## config.mk

```make
export PLATFORM = sky130hd
export DESIGN_NAME = assist_led_drv
export DESIGN_NICKNAME = d
export VERILOG_FILES = /design/src/rtl/assist_led_drv.sv
export SDC_FILE = /design/constraint.sdc
export NUM_CORES = 1
export LEC_CHECK = 0
export BUFFER_PORTS_ARGS = -buffer_cell sky130_fd_sc_hd__buf_2
export CAP_MARGIN = 25
export CORE_UTILIZATION = 54
export CTS_CLUSTER_SIZE = 40
export DETAILED_ROUTE_END_ITERATION = 6
export PLACE_DENSITY = 0.84
export REMOVE_ABC_BUFFERS = 1
export SKIP_LAST_GASP = 1
export SLEW_MARGIN = 20
export SYNTH_ARGS = -nofsm -noshare
export SYNTH_HDL_FRONTEND = slang
export SYNTH_SLANG_ARGS = --single-unit
```

## constraint.sdc

```tcl
create_clock -name clk -period 1.92 [get_ports clk]
set_input_delay 0.096 -clock clk [delete_from_list [all_inputs] [get_ports clk]]
set_output_delay 0.096 -clock clk [all_outputs]
set_load 0.01 [all_outputs]
```

## src/rtl/assist_led_drv.sv

```systemverilog
// -----------------------------------------------------------------------------
// assist_led_drv
//
// Purpose:
//   Drives the 3-segment assist-level LED bar on the handlebar from the 2-bit
//   assist setting supplied by the push-button interface. In steady state the
//   bar shows the setting at a PWM-controlled brightness. Whenever the setting
//   changes, a flash acknowledge (NUM_FLASH ON/OFF pairs, FLASH_HALF cycles per
//   phase, full brightness) is played so the rider sees the press was taken.
//
// Optional build macro:
//   LOWBAT_WARN_EN - adds the lowbat input. While lowbat is high in steady
//                    state the bar blinks, toggling every 4*FLASH_HALF cycles.
//                    Flash acknowledge is unaffected.
//
// Ports:
//   clk      in   system clock
//   rst_n    in   asynchronous active-low reset
//   setting  in   [1:0] current assist setting (0..3)
//   duty     in   [PWM_BITS-1:0] steady-state brightness duty
//   lowbat   in   low-battery warning level (LOWBAT_WARN_EN builds only)
//   led      out  [2:0] LED drive, bit0 = lowest bar segment
//   busy     out  high while the flash acknowledge runs
// -----------------------------------------------------------------------------
module assist_led_drv #(
  parameter int FLASH_HALF = 2500000,
  parameter int NUM_FLASH  = 3,
  parameter int PWM_BITS   = 4
) (
  input  logic                clk,
  input  logic                rst_n,
  input  logic [1:0]          setting,
  input  logic [PWM_BITS-1:0] duty,
`ifdef LOWBAT_WARN_EN
  input  logic                lowbat,
`endif
  output logic [2:0]          led,
  output logic                busy
);

  localparam int HALF_W  = $clog2(FLASH_HALF);
  localparam int FLASH_W = $clog2(NUM_FLASH + 1);

  localparam logic [HALF_W-1:0]  HALF_LAST  = HALF_W'(FLASH_HALF - 1);
  localparam logic [FLASH_W-1:0] FLASH_LAST = FLASH_W'(NUM_FLASH - 1);

  // Button interface comes out of reset at setting 2; matching it here keeps
  // reset release from looking like a button press.
  localparam logic [1:0] SETTING_RST = 2'b10;

  typedef enum logic [1:0] {
    STEADY,
    FLASH_ON,
    FLASH_OFF
  } state_t;

  function automatic logic [2:0] bar_of(input logic [1:0] s);
    logic [2:0] b;
    case (s)
      2'd0:    b = 3'b000;
      2'd1:    b = 3'b001;
      2'd2:    b = 3'b011;
      default: b = 3'b111;
    endcase
    return b;
  endfunction

  state_t               state_q, state_d;
  logic [1:0]           prev_setting_q;
  logic [PWM_BITS-1:0]  pwm_cnt_q, pwm_cnt_d;
  logic [HALF_W-1:0]    half_cnt_q, half_cnt_d;
  logic [FLASH_W-1:0]   flash_cnt_q, flash_cnt_d;
  logic [2:0]           led_q, led_d;
  logic                 busy_q, busy_d;

  logic                 change;
  logic                 pwm_on;
  logic                 half_done;
  logic [2:0]           steady_pat;

`ifdef LOWBAT_WARN_EN
  localparam int BLINK_W = $clog2(4 * FLASH_HALF);
  localparam logic [BLINK_W-1:0] BLINK_LAST = BLINK_W'(4 * FLASH_HALF - 1);

  logic [BLINK_W-1:0]   blink_cnt_q, blink_cnt_d;
  logic                 blink_q, blink_d;

  // Blink phase restarts from "off" every time lowbat is raised.
  always_comb begin
    blink_cnt_d = '0;
    blink_d     = 1'b0;
    if (lowbat) begin
      if (blink_cnt_q == BLINK_LAST) begin
        blink_cnt_d = '0;
        blink_d     = ~blink_q;
      end else begin
        blink_cnt_d = blink_cnt_q + 1'b1;
        blink_d     = blink_q;
      end
    end
  end

  always_ff @(posedge clk or negedge rst_n) begin
    if (!rst_n) begin
      blink_cnt_q <= '0;
      blink_q     <= 1'b0;
    end else begin
      blink_cnt_q <= blink_cnt_d;
      blink_q     <= blink_d;
    end
  end
`endif

  assign change    = (setting != prev_setting_q);
  // All-ones duty is forced fully on; plain compare would leave one dark slot.
  assign pwm_on    = (pwm_cnt_q < duty) || (&duty);
  assign half_done = (half_cnt_q == HALF_LAST);
  assign pwm_cnt_d = pwm_cnt_q + 1'b1;

  always_comb begin
    steady_pat = bar_of(setting) & {3{pwm_on}};
`ifdef LOWBAT_WARN_EN
    if (lowbat) begin
      steady_pat = steady_pat & {3{blink_q}};
    end
`endif
  end

  always_comb begin
    state_d     = state_q;
    half_cnt_d  = half_cnt_q;
    flash_cnt_d = flash_cnt_q;
    led_d       = 3'b000;

    case (state_q)
      STEADY: begin
        led_d = steady_pat;
      end
      FLASH_ON: begin
        led_d = bar_of(setting);
        if (half_done) begin
          state_d    = FLASH_OFF;
          half_cnt_d = '0;
        end else begin
          half_cnt_d = half_cnt_q + 1'b1;
        end
      end
      FLASH_OFF: begin
        led_d = 3'b000;
        if (half_done) begin
          half_cnt_d  = '0;
          flash_cnt_d = flash_cnt_q + 1'b1;
          state_d     = (flash_cnt_q == FLASH_LAST) ? STEADY : FLASH_ON;
        end else begin
          half_cnt_d = half_cnt_q + 1'b1;
        end
      end
      default: begin
        state_d = STEADY;
      end
    endcase

    // A new press always (re)starts the acknowledge, even on a terminal count.
    if (change) begin
      state_d     = FLASH_ON;
      half_cnt_d  = '0;
      flash_cnt_d = '0;
    end

    // busy mirrors the current state one cycle later, aligned with led.
    busy_d = (state_q != STEADY);
  end

  always_ff @(posedge clk or negedge rst_n) begin
    if (!rst_n) begin
      state_q        <= STEADY;
      prev_setting_q <= SETTING_RST;
      pwm_cnt_q      <= '0;
      half_cnt_q     <= '0;
      flash_cnt_q    <= '0;
      led_q          <= 3'b000;
      busy_q         <= 1'b0;
    end else begin
      state_q        <= state_d;
      prev_setting_q <= setting;
      pwm_cnt_q      <= pwm_cnt_d;
      half_cnt_q     <= half_cnt_d;
      flash_cnt_q    <= flash_cnt_d;
      led_q          <= led_d;
      busy_q         <= busy_d;
    end
  end

  assign led  = led_q;
  assign busy = busy_q;

endmodule
```

==> out/summary.txt, run 1 <==
hold endpoint = led[1]
post-synthesis mux area share = 1.93%
Ant. Diodes = 0
met2 usage = 42.4%
Adder-Cell Fraction of Synth Area = 5.42%
Die Y = 64.0 um
xor-xnor portion of the synthesized cell area = 3.37%
met3 usage in global routing = 7.68%
setup ws final = -0.0792 ns
Most used DFF post-synth = dfrtp_1
worst slew pin tran = 0.812 ns
flop2flop setup slack = -0.08 ns
setup tns final = -0.629 ns
root buf cell = clkbuf_8
reg-to-reg endpoint = half_cnt_q[16]
CORE AREA = 3690 sq um
Worst Skew = 0.00466 ns
Die W = 64.0 um
DRC = 0
# fillers = 256
CP bufs+invs = 2
initial antenna violation count = 0
critical path launch point type = flop
Post-Synth Simple-Gate Area = 28.0%
RePlAce Congestion = 0.957
highest-delay cell along the critical path = or4b_4
Post-synth ARST share = 100%
setup violators final = 14
share of total power in combinational logic = 8.7%
failing checks = setup timing
Max stage delay on crit path = 0.54 ns
Port-buffer cells = 11
CP Data Required Time = 2.09 ns
Max transition margin = 45.9%
post-synth cell types = 47
Arr. time, crit path = 2.17 ns
layout cells sized above 1 = 29.0%
Cells after Synth = 223
Clk network pwr share = 42.2%
min cycle time layout = 2.00 ns
Total GRT Usage = 27.7%
Pre-antenna DRT Iters = 4
post-layout util = 72.1%
Peak Freq = 500 MHz
CTS H-tree depth = 2
gr busiest metal = met2
Iter 0 DRT Violations = 230
global route total overflow = 0
NetSw = 366 uW
clock buffer count from CTS = 5
Critical Setup Path Class = flop to flop
EDFF count, synth = 0
Synth area leaders = dfrtp_1, ha_1, nand4_1
compound-cell area share of the yosys netlist = 12.5%
reg-to-reg critical path startpoint = half_cnt_q[14]
number of global-route vias before repair = 1,829
synth warn = 0
outcome = finished with violations
Tot Pwr = 1.58 mW
largest family of logic cells by synthesized area = simple AND/OR/NAND/NOR gates
number of cell rows = 22
Final Hold Viols = 0
syn avg cell area = 9.31 sq um
Leak = 1.18 nW
# clock sinks = 36
post-DP HPWL = 3.54 mm
clk buf depth = 2
R2R cell count = 7
TritonCTS clock tree = built
worst min path class = input pin to flop
clock slew at the register clock pins of the worst setup and hold paths = 0.07 ns
first-pass GRT wire length = 8.47 mm
final worst path period share = 104%
multi-input logic area = 1180 sq um
Pwr Density = 593 nW/um^2
crit-path cells = or4b_4, nor4_4, buf_4, a21oi_4, buf_6, a21oi_1, o22ai_1
register area = 906 sq um
Post-Syn Area = 2080 sq um
Flop pwr share = 49.1%
Initial Util = 56.3%
Max Cap Viol = 0
Vias/cell = 6.03
CP delay by family, top = simple AND/OR/NAND/NOR gates
Seq/Total Area, Yosys = 43.4%
internal power = 1.21 mW
routed vias = 1,910
top-area cell type share of the netlist area = 42.2%
met1 Use GR = 36.2%
peak supply drop = 0.429 mV
Final Max Tran Viols = 0
WHS = 0.0729 ns
Hold Path Depth = 2
Post-synth top cells = dfrtp_1, inv_1, a21oi_1, nand2_1
Syn-to-layout area delta = 28.0%
most frequent cell after synthesis = dfrtp_1
worst hold start = setting[1]
#FFs+latches synth = 36
RSZ-0062 raised after global routing = yes
post-synth top area cell = dfrtp_1
CP Max Fanout = 6
clk_lat worst skew = 0.30 ns
largest net degree at the start of global routing = 37
switching share of power = 23.2%
drt wl/cell = 16.6 um
# nets final = 285
Die Area = 4100 sq um
Ports = 12
post-route ant nets = 0
total wire length = 5.25 mm
critical path endpoint category = flop
==> sequential cells by signal, indices dropped and copies added, names as in the netlist <==
| name | flops |
|---|---|
| prev_setting_q | 2 |
| led | 3 |
| state_q | 2 |
| half_cnt_q | 22 |
| busy | 1 |
| flash_cnt_q | 2 |
| pwm_cnt_q | 4 |
==> worst max path at each step <==
stage          slack (ns)              to            from  cells after the start
5_1_grt             -0.12  half_cnt_q[16]  half_cnt_q[16]                      7
4_1_cts             -0.02  half_cnt_q[11]  half_cnt_q[16]                      6
3_3_place_gp        -0.04  half_cnt_q[16]   half_cnt_q[0]                      7
6_report            -0.08  half_cnt_q[16]  half_cnt_q[14]                      7
2_1_floorplan       -0.06  half_cnt_q[18]   half_cnt_q[0]                      6
3_5_place_dp        -0.08      state_q[1]   half_cnt_q[1]                      6
==> power groups by stage <==
stage	registers, mW	clock network [mW]	logic (mW)
after floorplan	0.791	0	0.0540
after global placement	0.786	0	0.119
after detailed placement	0.787	0	0.122
after CTS	0.774	0.676	0.132
after global routing	0.775	0.709	0.150
final	0.774	0.665	0.137
==> kinds of logic (layout without fill, tap and decap cells) <==
logic type               count (synthesis)  count (layout)
AO/OA/AOI/OAI                           42              42
multiplexers                             4               4
XOR/XNOR                                 8               8
flip-flops                              36              36
buffers and inverters                   27              73
adder cells (fa/ha/maj)                  9               9
AND/OR/NAND/NOR                         97              97
==> cells in the final DEF (no fill, tap or decap), types with 3 or more instances in the layout <==
master / n
nor3_1: 4
buf_2: 11
clkbuf_8: 5
dfrtp_1: 32
nor2_1: 14
xor2_1: 4
a21oi_1: 14
buf_4: 33
inv_1: 17
o22ai_1: 5
nand4_1: 14
xnor2_1: 3
ha_1: 8
nand2_1: 16
nand2b_1: 4
mux2i_1: 4
or4b_1: 3
nand3_1: 10
o21ai_0: 5
nand3_2: 3
dfrtp_2: 3
dlygate4sd3_1: 3
a21o_1: 4
and3_1: 4
==> repair_timing <==
action	CTS	global route
resized for setup	13	13
hold buffers	3	0
setup endpoints to repair	8	19
buffers inserted	2	5
endpoints found under the hold margin	37	0
pin swaps	2	7
==> area by class of cell <==
cell class | count | share of cell area [%]
Tap cell | 48 | 2.26
Timing Repair Buffer | 48 | 12.9
Sequential cell | 36 | 34.1
Multi-Input combinational cell | 160 | 44.3
Clock buffer | 6 | 2.73
Inverter | 17 | 2.40
Clock inverter | 2 | 1.32
==> metrics by stage <==
step	cell area, sq um	setup slack, ns	cells
3_5_place_dp	2350	-0.0829	299
5_1_grt	2660	-0.123	317
2_1_floorplan	2030	-0.0626	213
6_report	2660	-0.0792	317
3_3_place_gp	2350	-0.0443	299
4_1_cts	2570	-0.0199	312
==> routing by layer <==
metal	vias up	part of all wire [%]	wire [um]
met3	14	7.1	375
met5	-	0	0
met1	907	43	2260
li1	909	-	-
met2	80	48	2510
met4	0	2.0	104
(Power assumes the default switching activity.)
==> run 2: changes to the inputs <==
--- a/config.mk
+++ b/config.mk
@@ -7,10 +7,11 @@
 export LEC_CHECK = 0
 export BUFFER_PORTS_ARGS = -buffer_cell sky130_fd_sc_hd__buf_2
 export CAP_MARGIN = 25
-export CORE_UTILIZATION = 54
+export CORE_MARGIN = 8
+export CORE_UTILIZATION = 35
 export CTS_CLUSTER_SIZE = 40
 export DETAILED_ROUTE_END_ITERATION = 6
-export PLACE_DENSITY = 0.84
+export PLACE_DENSITY = 0.62
 export REMOVE_ABC_BUFFERS = 1
 export SKIP_LAST_GASP = 1
 export SLEW_MARGIN = 20
==> run 2 against run 1 <==
  * The flow still finishes with violations (setup timing)
  * Register-to-register slack better by 0.07 ns
  * Fmax is 3.7% higher
  * Sequential cell count stayed put
  * Total power is 16% higher
  * Worst hold slack better by 0.12 ns
  * Combinational power is 8% lower
  * Die area is 110% higher
==> out/summary.txt, run 2 (synthesis results as in run 1) <==
Syn-to-layout area delta = 29.9%
min cycle time layout = 1.93 ns (-0.0715 ns)
clock slew at the register clock pins of the worst setup and hold paths = 0.08 ns (about the same)
root buf cell = clkbuf_8
setup tns final = -0.00762 ns (+0.621 ns)
CP Max Fanout = 5 (-1)
critical path launch point type = flop
commonest cells after routing, fill and taps aside = dfrtp_1, buf_4, inv_1
setup violators final = 1 (-13)
switching share of power = 19.5% (-3.7 points)
NetSw = 356 uW (-2.8%)
Critical Setup Path Class = flop to flop
largest net degree at the start of global routing = 37 (unchanged)
Top reg by flops = half_cnt_q
Iter 0 DRT Violations = 157 (-32%)
TritonCTS clock tree = built
total wire length = 4.97 mm (-5.4%)
Pre-antenna DRT Iters = 5 (+1)
Final Max Tran Viols = 0 (unchanged)
Tot Pwr = 1.82 mW (+16%)
commonest non-fill, non-tap cell in the layout = dfrtp_1
drt wl/cell = 14.5 um (-12%)
CP Data Required Time = 2.15 ns (+0.06 ns)
Die W = 93.0 um (+45%)
Ports = 12 (unchanged)
Max transition margin = 46.8% (+0.91 points)
post-route ant nets = 0 (unchanged)
peak supply drop = 0.344 mV (-20%)
Leak = 1.20 nW (+1.0%)
Pwr Density = 675 nW/um^2 (+14%)
post-layout util = 46.4% (-26 points)
Final Hold Viols = 0 (unchanged)
Max Cap Viol = 0 (unchanged)
Vias/cell = 5.32 (-12%)
Peak Freq = 519 MHz (+3.7%)
clk buf depth = 2 (unchanged)
# clock sinks = 36 (unchanged)
worst slew pin tran = 0.798 ns (-0.0136 ns)
Clk network pwr share = 50.7% (+8.5 points)
DRC = 0 (unchanged)
Flop pwr share = 42.4% (-6.7 points)
Ant. Diodes = 0 (unchanged)
number of cell rows = 28 (+27%)
layout cells sized above 1 = 28.1% (-0.91 points)
max reg flops = 22 (unchanged)
share of total power in combinational logic = 6.9% (-1.8 points)
outcome = finished with violations
Total GRT Usage = 12.2% (-16 points)
first-pass GRT wire length = 8.42 mm (-0.65%)
WHS = 0.196 ns (+0.123 ns)
number of global-route vias before repair = 1,753 (-4.2%)
Worst Skew = 0.0111 ns (+0.00648 ns)
Die Y = 93.0 um (+45%)
worst min path class = input pin to flop
worst slack at placement = -0.0322 ns (+0.0507 ns)
critical path endpoint category = flop
Cells after DPL = 330 (+10%)
internal power = 1.47 mW (+21%)
clk_lat worst skew = 0.29 ns (about the same)
initial antenna violation count = 0 (unchanged)
Die Area = 8660 sq um (+110%)
post-DP HPWL = 3.62 mm (+2.1%)
Arr. time, crit path = 2.16 ns (about the same)
fin cells = 342 (+7.9%)
Port-buffer cells = 11 (unchanged)
CTS H-tree depth = 2 (unchanged)
global route total overflow = 0 (unchanged)
RePlAce Congestion = 0.884 (-7.7%)
placed cell area = 2410 sq um (+2.7%)
setup ws final = -0.00762 ns (+0.0715 ns)
fin area = 2700 sq um (+1.5%)
# nets final = 283 (-0.70%)
final worst path period share = 100% (-3.7 points)
clock buffer count from CTS = 5 (unchanged)
Initial Util = 35.7% (-21 points)
routed vias = 1,818 (-4.8%)
RSZ-0062 raised after global routing = yes
failing checks = setup timing
CORE AREA = 5820 sq um (+58%)
-- run 2: worst paths after layout --
kind / start / endpoint / slack [ns] / cells past startpoint
worst max-delay path: half_cnt_q[19] / state_q[1] / -0.008 / 5
worst min-delay path: duty[2] / led[0] / 0.20 / 4
worst max register to register: half_cnt_q[19] / state_q[1] / -0.008 / 5
worst min register to register: pwm_cnt_q[0] / pwm_cnt_q[0] / 0.47 / 1
max in group asynchronous: rst_n / half_cnt_q[12] / 0.92 / 2
min in group asynchronous: rst_n / busy / 0.44 / 2
-- run 2: timing repair --
item	CTS	global route
buffers inserted	0	1
cloned	0	0
pin swaps	0	7
endpoints found under the hold margin	37	0
hold buffers	3	0
resized for setup	2	20
setup endpoints to repair	3	18
-- run 2: worst max-delay path: stages (launching register included) --
cell	delay (ns)
dfrtp_1	0.41
nor4b_2	0.36
nand4_1	0.16
or3_4	0.38
or4b_1	0.47
nand3_1	0.09
-- run 2: layout make-up --
cell class                 count  area (sq um)
fill                         583          3120
multi-input combinational    160          1150
sequential                    36           905
timing repair buffer          46           329
tap                           75          93.8
clock inverter                 3          90.1
clock buffer                   5          68.8
inverter                      17          63.8
-- run 2: routing by layer --
metal	global-route usage, %	wire length (um)
met5	0	0
met4	5.23	78
met3	2.48	205
met2	18.9	2340
met1	16.0	2340
-- run 2: power groups by stage --
stage,Combinational (mW),Sequential (mW),Clock (mW)
2_1_floorplan,0.0540,0.791,0
3_3_place_gp,0.117,0.786,0
3_5_place_dp,0.117,0.787,0
4_1_cts,0.123,0.772,0.946
5_1_grt,0.143,0.773,0.987
6_report,0.126,0.772,0.924
